File: config.mk
export PLATFORM = sky130hd
export DESIGN_NAME = brg_cgra_xcel_host_driver
export DESIGN_NICKNAME = d
export VERILOG_FILES = /design/src/rtl/brg_cgra_xcel_host_driver.sv
export SDC_FILE = /design/constraint.sdc
export NUM_CORES = 1
export LEC_CHECK = 0
export CORE_ASPECT_RATIO = 0.7
export CORE_MARGIN = 10
export CORE_UTILIZATION = 25
export DETAILED_ROUTE_END_ITERATION = 12
export SLEW_MARGIN = 20
export SYNTH_ARGS = -nofsm -noshare
export SYNTH_HDL_FRONTEND = slang
export SYNTH_SLANG_ARGS = --single-unit
export TNS_END_PERCENT = 5
File: constraint.sdc
create_clock -name clk_i -period 2.95 [get_ports clk_i]
set_clock_uncertainty 0.15 [all_clocks]
set_input_delay 0.4425 -clock clk_i [delete_from_list [all_inputs] [get_ports clk_i]]
set_output_delay 0.4425 -clock clk_i [all_outputs]
set_load 0.02 [all_outputs]
File: src/rtl/brg_cgra_xcel_host_driver.sv
// brg_cgra_xcel_host_driver: turns store/load/fence commands into manycore requests under a credit limit and buffers returned load data.
// Optional watchdog enabled by defining BRG_CGRA_HOST_DRIVER_TIMEOUT_EN.
module brg_cgra_xcel_host_driver #(
  parameter int addr_width_p      = 28,
  parameter int data_width_p      = 32,
  parameter int x_cord_width_p    = 7,
  parameter int y_cord_width_p    = 7,
  parameter int max_out_credits_p = 16,
  parameter int fwd_pkt_width_lp  = addr_width_p + 11 + data_width_p + 2 * (x_cord_width_p + y_cord_width_p),
  parameter int rev_pkt_width_lp  = 7 + data_width_p + x_cord_width_p + y_cord_width_p,
  parameter int link_sif_width_lp = fwd_pkt_width_lp + rev_pkt_width_lp + 4,
  parameter int credit_width_lp   = $clog2(max_out_credits_p + 1)
) (
  input  logic                         clk_i,
  input  logic                         reset_n_i,
  input  logic                         cmd_v_i,
  input  logic [1:0]                   cmd_op_i,
  input  logic [addr_width_p-1:0]      cmd_addr_i,
  input  logic [data_width_p-1:0]      cmd_data_i,
  input  logic [x_cord_width_p-1:0]    cmd_x_i,
  input  logic [y_cord_width_p-1:0]    cmd_y_i,
  output logic                         cmd_ready_o,
  input  logic [x_cord_width_p-1:0]    my_x_i,
  input  logic [y_cord_width_p-1:0]    my_y_i,
  input  logic [link_sif_width_lp-1:0] link_sif_i,
  output logic [link_sif_width_lp-1:0] link_sif_o,
  output logic                         load_v_o,
  output logic [data_width_p-1:0]      load_data_o,
  input  logic                         load_yumi_i,
  output logic [credit_width_lp-1:0]   out_credits_o,
  output logic                         idle_o,
  output logic                         err_o
);
  typedef struct packed {
    logic [addr_width_p-1:0]   addr;
    logic [1:0]                op;
    logic [4:0]                reg_id;
    logic [3:0]                mask;
    logic [data_width_p-1:0]   payload;
    logic [y_cord_width_p-1:0] src_y;
    logic [x_cord_width_p-1:0] src_x;
    logic [y_cord_width_p-1:0] y_cord;
    logic [x_cord_width_p-1:0] x_cord;
  } fwd_pkt_s;
  typedef struct packed {
    logic [1:0]                pkt_type;
    logic [data_width_p-1:0]   data;
    logic [4:0]                reg_id;
    logic [y_cord_width_p-1:0] y_cord;
    logic [x_cord_width_p-1:0] x_cord;
  } rev_pkt_s;
  typedef struct packed {
    logic     fwd_v;
    fwd_pkt_s fwd_pkt;
    logic     fwd_ready;
    logic     rev_v;
    rev_pkt_s rev_pkt;
    logic     rev_ready;
  } link_sif_s;
  typedef enum logic [1:0] {IDLE, ISSUE, FENCE} state_e;
  localparam logic [1:0] op_load_lp = 2'd0;
  localparam logic [1:0] op_store_lp = 2'd1;
  localparam logic [1:0] ret_int_wb_lp = 2'd1;
  localparam logic [credit_width_lp-1:0] max_credits_lp = credit_width_lp'(max_out_credits_p);
  link_sif_s li, lo;
  state_e state, state_n;
  fwd_pkt_s pkt_r, pkt_n;
  logic [credit_width_lp-1:0] credits;
  logic [data_width_p-1:0] fifo_mem [2];
  logic wr_ptr, rd_ptr;
  logic [1:0] count;
  logic err, wd_err, accept, fwd_fire, rev_fire, push, pop, credit_full, overflow, bad_op;
  logic unused;
  assign li = link_sif_i;
  assign link_sif_o = lo;
  assign unused = ^{li.fwd_pkt, li.rev_ready, li.rev_pkt};
  assign credit_full = credits == max_credits_lp;
  assign cmd_ready_o = (state == IDLE) & ((credits != '0) | (cmd_op_i == 2'b10));
  assign accept = cmd_v_i & cmd_ready_o;
  assign bad_op = accept & (cmd_op_i == 2'b11);
  assign fwd_fire = (state == ISSUE) & li.fwd_ready;
  // rev ready looks only at the registered occupancy, never at load_yumi_i
  assign rev_fire = li.rev_v & (count != 2'd2);
  assign push = rev_fire & (li.rev_pkt.pkt_type == ret_int_wb_lp);
  assign pop = load_yumi_i & (count != 2'd0);
  assign overflow = rev_fire & ~fwd_fire & credit_full;
  assign pkt_n = '{addr: cmd_addr_i, op: cmd_op_i[0] ? op_load_lp : op_store_lp, reg_id: '0, mask: 4'hF,
                   payload: cmd_op_i[0] ? '0 : cmd_data_i, src_y: my_y_i, src_x: my_x_i,
                   y_cord: cmd_y_i, x_cord: cmd_x_i};
  always_comb begin
    state_n = state;
    if (state == IDLE) state_n = !accept ? IDLE : (cmd_op_i == 2'b10) ? FENCE : cmd_op_i[1] ? IDLE : ISSUE;
    else if (state == ISSUE) state_n = li.fwd_ready ? IDLE : ISSUE;
    else state_n = credit_full ? IDLE : FENCE;
  end
  always_ff @(posedge clk_i or negedge reset_n_i) begin
    if (!reset_n_i) begin
      state   <= IDLE;
      pkt_r   <= '0;
      credits <= max_credits_lp;
      wr_ptr  <= 1'b0;
      rd_ptr  <= 1'b0;
      count   <= 2'd0;
      err     <= 1'b0;
    end else begin
      state <= state_n;
      if (accept && !cmd_op_i[1]) pkt_r <= pkt_n;
      if (fwd_fire && !rev_fire) credits <= credits - credit_width_lp'(1);
      else if (rev_fire && !fwd_fire && !credit_full) credits <= credits + credit_width_lp'(1);
      if (push) wr_ptr <= ~wr_ptr;
      if (pop) rd_ptr <= ~rd_ptr;
      count <= count + {1'b0, push} - {1'b0, pop};
      err <= err | bad_op | overflow | li.fwd_v | wd_err;
    end
  end
  always_ff @(posedge clk_i) if (push) fifo_mem[wr_ptr] <= li.rev_pkt.data;
`ifdef BRG_CGRA_HOST_DRIVER_TIMEOUT_EN
  logic [15:0] wd;
  always_ff @(posedge clk_i or negedge reset_n_i) begin
    if (!reset_n_i) wd <= '0;
    else if (rev_fire || credit_full) wd <= '0;
    else if (wd != 16'hFFFF) wd <= wd + 16'd1;
  end
  assign wd_err = wd == 16'hFFFF;
`else
  assign wd_err = 1'b0;
`endif
  assign lo = '{fwd_v: state == ISSUE, fwd_pkt: pkt_r, fwd_ready: 1'b1, rev_v: 1'b0, rev_pkt: '0,
                rev_ready: count != 2'd2};
  assign load_v_o = count != 2'd0;
  assign load_data_o = fifo_mem[rd_ptr];
  assign out_credits_o = credits;
  assign idle_o = (state == IDLE) & credit_full & (count == 2'd0);
  assign err_o = err;
endmodule
# After elaboration in Yosys (flattened, before gate mapping)
# Memories as Yosys holds them, arrays and structs flattened.
# Index checks and enable logic that the tools add are counted.
dict set report op_classes {
  bitwise_logic 18
  muxes 13
  eq_ne 6
  n_reduce_logical 13
  n_addsub 4
}
# op n
set op_table {}
lappend op_table {{$mux W32} 1}
lappend op_table {{$and A1 B1 Y1} 11}
lappend op_table {{$mux W2} 5}
lappend op_table {{$mux W5} 2}
lappend op_table {{$add A5 B1 Y5 const B} 1}
lappend op_table {{$eq A5 B5 Y1 const B} 1}
lappend op_table {{$mux W1} 5}
lappend op_table {{$reduce_bool A5 Y1} 1}
lappend op_table {{$sub A5 B1 Y5 const B} 1}
lappend op_table {{$eq A2 B1 Y1 const B} 2}
lappend op_table {{$eq A2 B2 Y1 const B} 2}
lappend op_table {{$logic_and A1 B1 Y1} 4}
lappend op_table {{$logic_not A1 Y1} 4}
lappend op_table {{$logic_not A2 Y1} 2}
lappend op_table {{$or A1 B1 Y1} 4}
lappend op_table {{$reduce_bool A2 Y1} 2}
lappend op_table {{$not A1 Y1} 3}
lappend op_table {{$add A2 B1 Y2} 1}
lappend op_table {{$ne A2 B2 Y1 const B} 1}
lappend op_table {{$sub A2 B1 Y2} 1}
dict set report word_totals {
  elab_cells 69
  out_inout_bits 197
  mem_count 1
  mem_bits_rw 64
  regBits 103
}
# memory words word_bits rd rd_clocked_by_memory_dff write_ports line_no
set mem_list {}
lappend mem_list {fifo_mem 2 32 1 0 1 69} ;# logic [data_width_p-1:0] fifo_mem [2];

# Longest topological paths before layout
# Gate-level depths: netlist of run 1.
dict set report depth {
  ltp_word 8
  ltp_mapped 8
}

# Worst setup path before layout of run 1
# Ideal clock, no wire load.
dict set report synth_path {
  kind {register to register}
  from {register count[1]}
  to {memory fifo_mem[0][0], enable pin}
  path_buffers 0
  period_less_slack_ns 2.814
  arrival_time_ns 2.243
  slack_ns 0.136
  path_stages_with_launch 4
  path_cell_list {dfrtp_1 > nand2b_1 > nand4b_1 > nor2_1}
}
dict set report synth_between {
  elab_chain_cells 5
}
# item line_no
set synth_rtl {}
lappend synth_rtl {{from (decl)} 71} ;# logic [1:0] count;
lappend synth_rtl {{from (signal assigned)} 112} ;# count <= count + {1'b0, push} - {1'b0, pop};
lappend synth_rtl {{$ne A2 B2 Y1} -}
lappend synth_rtl {{named net link_sif_o[0]} 26} ;# output logic [link_sif_width_lp-1:0] link_sif_o,
lappend synth_rtl {{$and A1 B1 Y1} 83} ;# assign rev_fire = li.rev_v & (count != 2'd2);
lappend synth_rtl {{$and A1 B1 Y1} 84} ;# assign push = rev_fire & (li.rev_pkt.pkt_type == ret_int_wb_lp);
lappend synth_rtl {{$mux W1} 116} ;# always_ff @(posedge clk_i) if (push) fifo_mem[wr_ptr] <= li.rev_pkt.data;
lappend synth_rtl {{$mux W1 (implied by the code)} 116}
lappend synth_rtl {{to (decl)} 69}
# The timed path passes the listed nets, and every way through them passes these cells.

# Final worst setup path of run 1
dict set report layout_path {
  from {register credits[0], in the netlist out_credits_o[0]}
  to {output port cmd_ready_o}
}
dict set report layout_between {
  elab_chain_cells 3
}
# item line_no
set layout_rtl {}
lappend layout_rtl {{from (decl)} 68} ;# logic [credit_width_lp-1:0] credits;
lappend layout_rtl {{from (signal assigned)} 100} ;# credits <= max_credits_lp;
lappend layout_rtl {{from (signal assigned)} 108} ;# if (fwd_fire && !rev_fire) credits <= credits - credit_width_lp'(1);
lappend layout_rtl {{from (signal assigned)} 109} ;# else if (rev_fire && !fwd_fire && !credit_full) credits <= credits + credit_width_lp'(1);
lappend layout_rtl {{$reduce_bool A5 Y1} 78} ;# assign cmd_ready_o = (state == IDLE) & ((credits != '0) | (cmd_op_i == 2'b10));
lappend layout_rtl {{$or A1 B1 Y1} 78}
lappend layout_rtl {{$and A1 B1 Y1} 78}
lappend layout_rtl {{to (decl)} 22} ;# output logic cmd_ready_o,
# Every way passes these cells.

==> run summary, run 1 <==
Status - finished, final reports clean
Vias per inst - 3.91
EDFF count, synth - 64
Num CTS Buffers - 17
Worst EP arrival - 2.15 ns
Die H - 160 um
Seq/Total Area, Yosys - 63.9%
Sequence of cells on the critical path - or4_4 > o31a_1 > dlygate4sd2_1
Router iterations before antenna repair - 4
Root buffer cell - clkbuf_16
Post-Syn Area - 7010 um^2
Sum of negative setup slack - 0 ns
Total gr overflow - 0
First-pass GRT wire length - 31000 um
Post-CTS Setup Inserts - 0
Placer Congestion - 0.731
Max incr delay on CP - 0.61 ns
Top FF cell, synth - dfrtp_1
Measured slew at the worst slew-check pin - 0.624 ns
Vias in the first global route - 4896
# setup viols final - 0
Clock slew at reported path FFs - 0.06 ns
Die Span X - 220 um
Worst Path Required - 2.36 ns
Area grow syn2layout - 50.9%
Pin count of the biggest net entering global routing - 51
Max clock buf depth - 2
Leak pwr - 4.21 nW
Critical path class - reg -> out
Mapped Cells - 498
DRT Wirelength - 20500 um
Final antenna-violating net count - 0
Synth warn - 0
R2R setup slack - 0.47 ns
Max transition margin - 58.4%
FF-to-FF Start - out_credits_o[0]$_DFFE_PN0P_
Slowest stage cell on the critical path - or4_4
Overall via count from detail_route - 4530
Row cnt - 51
Core ar. - 27700 um^2
Die Area - 35200 um^2
Fmax - 364 MHz
Slew Limit Fails - 0
Register area - 4480 um^2
Initial core utilization - 25.3%
Tmin final - 2.75 ns
Gr usage total - 11.6%
Crit Path Max Fanout - 6
Reg2reg end - link_sif_o[68]$_DFFE_PN0P_
Top-count cell post-synth - dfrtp_1
Yosys cell types - 35
Clock sinks - 166
CP startpoint kind - flip-flop
Multi-input gate area - 2140 um^2
Synth async-reset ratio - 61.4%
Ports - 447
PD cells - 979 nW/um^2
CTS tree - yes
Layout cell share with drive strength beyond 1 - 16.0%
Top-area cell type share of the netlist area - 36.1%
Unrepaired setup endpoints after global routing - no
Initial antenna violation count - 2
Worst VDD drop - 0.490 mV
Avg Cell Area, Syn - 14.1 um^2
Filler instances - 2710
IO Port Bufs - 266
Drt drc - 0
Area leader, netlist - dfrtp_1
Final Hold Viols - 0
Yosys reg bits - 166
Htree depth - 4
Final Net Count - 1031
Worst-skew pair later-pin latency - 0.42 ns
Detail Placement HPWL - 15700 um
CP startpoint - out_credits_o[0]$_DFFE_PN0P_
WL/cell - 17.7 um
Synth top area cells - dfrtp_1, edfxtp_1, mux2_2
Post-layout util - 38.2%
Initial DRC Count - 164
Critical path destination - cmd_ready_o
Worst setup EP type - output port
Fin crit share - 93.1%
Post-synth top cells - dfrtp_1, mux2_2, buf_4
Worst min path class - reg -> reg
MaxCap Viol Count - 0
Reg2Reg Depth - 4
==> critical path: cells and delay by family (launching register included) <==
kind | cells | cell delay, ns
AO/OA/AOI/OAI | 1 | 0.34
buffers and inverters | 1 | 0.34
flip-flops | 1 | 0.45
AND/OR/NAND/NOR | 1 | 0.61
==> logic make-up (layout without fill, tap and decap cells) <==
family / Yosys count / in the layout / synth area share [%]
buffers and inverters: 92 / 322 / 8.91
other: 2 / 62 / 0.107
multiplexers: 92 / 92 / 14.8
adder cells (fa/ha/maj): 6 / 6 / 1.18
AND/OR/NAND/NOR: 87 / 87 / 6.39
flip-flops: 166 / 166 / 63.9
XOR/XNOR: 7 / 7 / 0.875
AO/OA/AOI/OAI: 46 / 46 / 3.89
==> layer usage <==
layer	share of wire (%)	track usage (%)	wire length, um	vias to the layer above
li1	-	-	-	2156
met1	38	12.8	7810	2200
met2	50	19.2	10300	150
met3	10	6.10	2110	22
met4	1.2	3.23	240	2
met5	0.063	0	13	-
==> what timing repair did <==
action / CTS / global route
resized for setup: 2 / 0
hold buffers: 1 / 0
endpoints found under the hold margin: 24 / 0
endpoints found under the setup margin: 2 / 0
==> per-stage QoR <==
step	worst slack (ns)	cells	total power, mW	cell area, um^2	hold WS, ns
after floorplan	0.136	557	5.94	7230	-0.00309
after global placement	0.310	1126	8.22	9990	0.260
after detailed placement	0.280	1126	8.27	9990	0.262
after CTS	0.183	1158	10.6	10600	0.331
after global routing	0.153	1158	11.0	10600	0.348
final	0.203	1159	10.3	10600	0.329
==> layout make-up <==
| cell class | instances | area share [%] |
|---|---|---|
| clock inverters | 11 | 1.27 |
| multi-input cells | 299 | 20.3 |
| well taps | 371 | 4.39 |
| flip-flops and latches | 166 | 42.3 |
| diodes | 1 | 0.0237 |
| clock buffers | 20 | 4.13 |
| repair buffers | 283 | 27.3 |
| inverters | 8 | 0.284 |
==> sequential cells by signal (all words and copies together), names as in the netlist <==
register,cells
count,2
err_o,1
fifo_mem,64
link_sif_o,90
out_credits_o,5
rd_ptr,1
state,2
wr_ptr,1
==> cell usage in the layout, fill, tap and decap left out, types with 6 or more instances in the layout <==
master           count
clkbuf_16           17
nand2_1             35
edfxtp_1            64
buf_4                9
mux2_2              78
xnor2_1              6
o21ai_0             35
buf_12               8
clkdlybuf4s50_1    263
mux2_1              12
dfrtp_1            101
conb_1              61
inv_1                8
nand2b_1            36
==> worst min path at each step <==
stage | startpoint | to | cells after the start
final | link_sif_o[89]$_DFFE_PN0P_ | link_sif_o[89]$_DFFE_PN0P_ | 2
after global routing | reset_n_i | link_sif_o[60]$_DFFE_PN0P_ | 2
after CTS | reset_n_i | link_sif_o[60]$_DFFE_PN0P_ | 2
after detailed placement | reset_n_i | link_sif_o[60]$_DFFE_PN0P_ | 1
after global placement | reset_n_i | link_sif_o[60]$_DFFE_PN0P_ | 1
after floorplan | reset_n_i | count[0]$_DFF_PN0_ | 0
==> report_power, final <==
group / total (mW) / switching, mW / internal [mW]
sequential: 3.56 / 0.405 / 3.16
clock: 2.22 / 0.906 / 1.32
combinational: 4.57 / 2.27 / 2.30
No activity file was read; power rests on OpenSTA's default activity.
==> run 2: changes to the inputs <==
--- a/config.mk
+++ b/config.mk
@@ -9,6 +9,7 @@
 export CORE_MARGIN = 10
 export CORE_UTILIZATION = 25
 export DETAILED_ROUTE_END_ITERATION = 12
+export PLACE_DENSITY = 0.62
 export SLEW_MARGIN = 20
 export SYNTH_ARGS = -nofsm -noshare
 export SYNTH_HDL_FRONTEND = slang
==> run summary, run 2 (same netlist as run 1, synthesis figures left out) <==
Status - finished, final reports clean
DRT Wirelength - 20400 um
First-pass GRT wire length - 31100 um
DR WL met3 - 2080 um
Overall via count from detail_route - 4507
DP Cell Count - 1125
Clock sinks - 166
# setup viols final - 0
Vias in the first global route - 5057
Die H - 160 um
CTS tree - yes
Max clock buf depth - 2
Critical path class - reg -> out
Post-layout util - 38.0%
WL/cell - 17.6 um
MaxCap Viol Count - 0
Worst Path Required - 2.36 ns
Pin count of the biggest net entering global routing - 46
Total gr overflow - 0
Leak pwr - 4.20 nW
Layout cell share with drive strength beyond 1 - 16.3%
Setup WS post-layout - 0.220 ns
Initial antenna violation count - 1
Vias per inst - 3.89
R2R setup slack - 0.45 ns
Die Area - 35200 um^2
Worst min path class - reg -> reg
WHS - 0.326 ns
Worst-skew pair later-pin latency - 0.43 ns
Final antenna-violating net count - 0
Non-filler cells, final - 1158
Setup WS pre-CTS - 0.304 ns
Max layer used - met5
Die Span X - 220 um
Clock slew at reported path FFs - 0.06 ns
WL met2 - 10300 um
CP startpoint kind - flip-flop
Tmin final - 2.73 ns
Row cnt - 51
Drt drc - 0
Met1 wire length - 7860 um
Most common cell after layout, fill and taps aside - clkdlybuf4s50_1
IO Port Bufs - 266
Detail Placement HPWL - 15500 um
Fin crit share - 92.5%
Slew Limit Fails - 0
Core ar. - 27700 um^2
PD cells - 979 nW/um^2
Htree depth - 4
Unrepaired setup endpoints after global routing - no
Largest register FFs - 90
Final Net Count - 1030
Worst EP arrival - 2.14 ns
Root buffer cell - clkbuf_16
Router iterations before antenna repair - 4
Most frequent cells in the layout - clkdlybuf4s50_1, dfrtp_1, mux2_2
Filler instances - 2693
Overall power - 10.3 mW
Placed inst area - 9950 um^2
Ports - 447
Max transition margin - 60.7%
Ant. Diodes - 0
Final Hold Viols - 0
Post-CTS Setup Inserts - 0
Worst setup EP type - output port
Gr usage total - 11.7%
Area grow syn2layout - 50.3%
Worst VDD drop - 0.699 mV
Fmax - 366 MHz
Crit Path Max Fanout - 6
Measured slew at the worst slew-check pin - 0.590 ns
Initial core utilization - 25.3%
Placer Congestion - 0.707
Sum of negative setup slack - 0 ns
Num CTS Buffers - 17
Finished layout cell area - 10500 um^2
Initial DRC Count - 150
run 2: cell types whose count changed in the layout (fill, tap and decap cells not counted), sizes merged:
cell,delta
clkinvlp,+1
clkinv,-2
dlymetal6s2s,+1
buf,-1
diode,-1
clkbuf,+3
dlygate4sd2,-1
bufinv,-1
run 2: power by group:
| part | total (mW) | internal, mW | switching [mW] | leakage (nW) |
|---|---|---|---|---|
| clock network | 2.22 | 1.29 | 0.930 | 0.281 |
| logic | 4.53 | 2.27 | 2.26 | 2.10 |
| registers | 3.56 | 3.16 | 0.405 | 1.82 |
| total | 10.3 | 6.71 | 3.60 | 4.20 |
run 2: what timing repair did:
action,4_1_cts,5_1_grt
resized for setup,1,1
setup endpoints to repair,1,1
hold endpoints to repair,42,0
hold buffers,1,0
run 2: cell type report:
class | instances | area [um^2] | share of cell area (%)
clock buffers | 23 | 468 | 4.44
well taps | 371 | 464 | 4.41
clock inverters | 9 | 105 | 0.998
inverters | 8 | 30.0 | 0.285
flip-flops and latches | 166 | 4480 | 42.5
multi-input cells | 299 | 2140 | 20.3
repair buffers | 282 | 2850 | 27.0
run 2: per-layer routing:
layer	vias to the layer above	GRT usage, %
met1	2204	12.6
li1	2148	-
met3	13	6.06
met5	-	0
met4	2	3.45
met2	140	19.6
run 2: worst paths after layout:
| check | startpoint | to | depth (start not counted) |
|---|---|---|---|
| setup / recovery | out_credits_o[0]$_DFFE_PN0P_ | cmd_ready_o | 3 |
| hold / removal | link_sif_o[90]$_DFFE_PN0P_ | link_sif_o[90]$_DFFE_PN0P_ | 2 |
| setup reg to reg | out_credits_o[0]$_DFFE_PN0P_ | link_sif_o[59]$_DFFE_PN0P_ | 4 |
| hold reg to reg | link_sif_o[90]$_DFFE_PN0P_ | link_sif_o[90]$_DFFE_PN0P_ | 2 |
| max in group asynchronous | reset_n_i | out_credits_o[4]$_DFFE_PN1P_ | 3 |
| min in group asynchronous | reset_n_i | link_sif_o[81]$_DFFE_PN0P_ | 2 |
run 2: critical path, cell delays in order, from the launching register on:
cell and delay (ns):
dfrtp_1 0.45, or4_4 0.61, o31a_1 0.29, dlygate4sd2_1 0.35
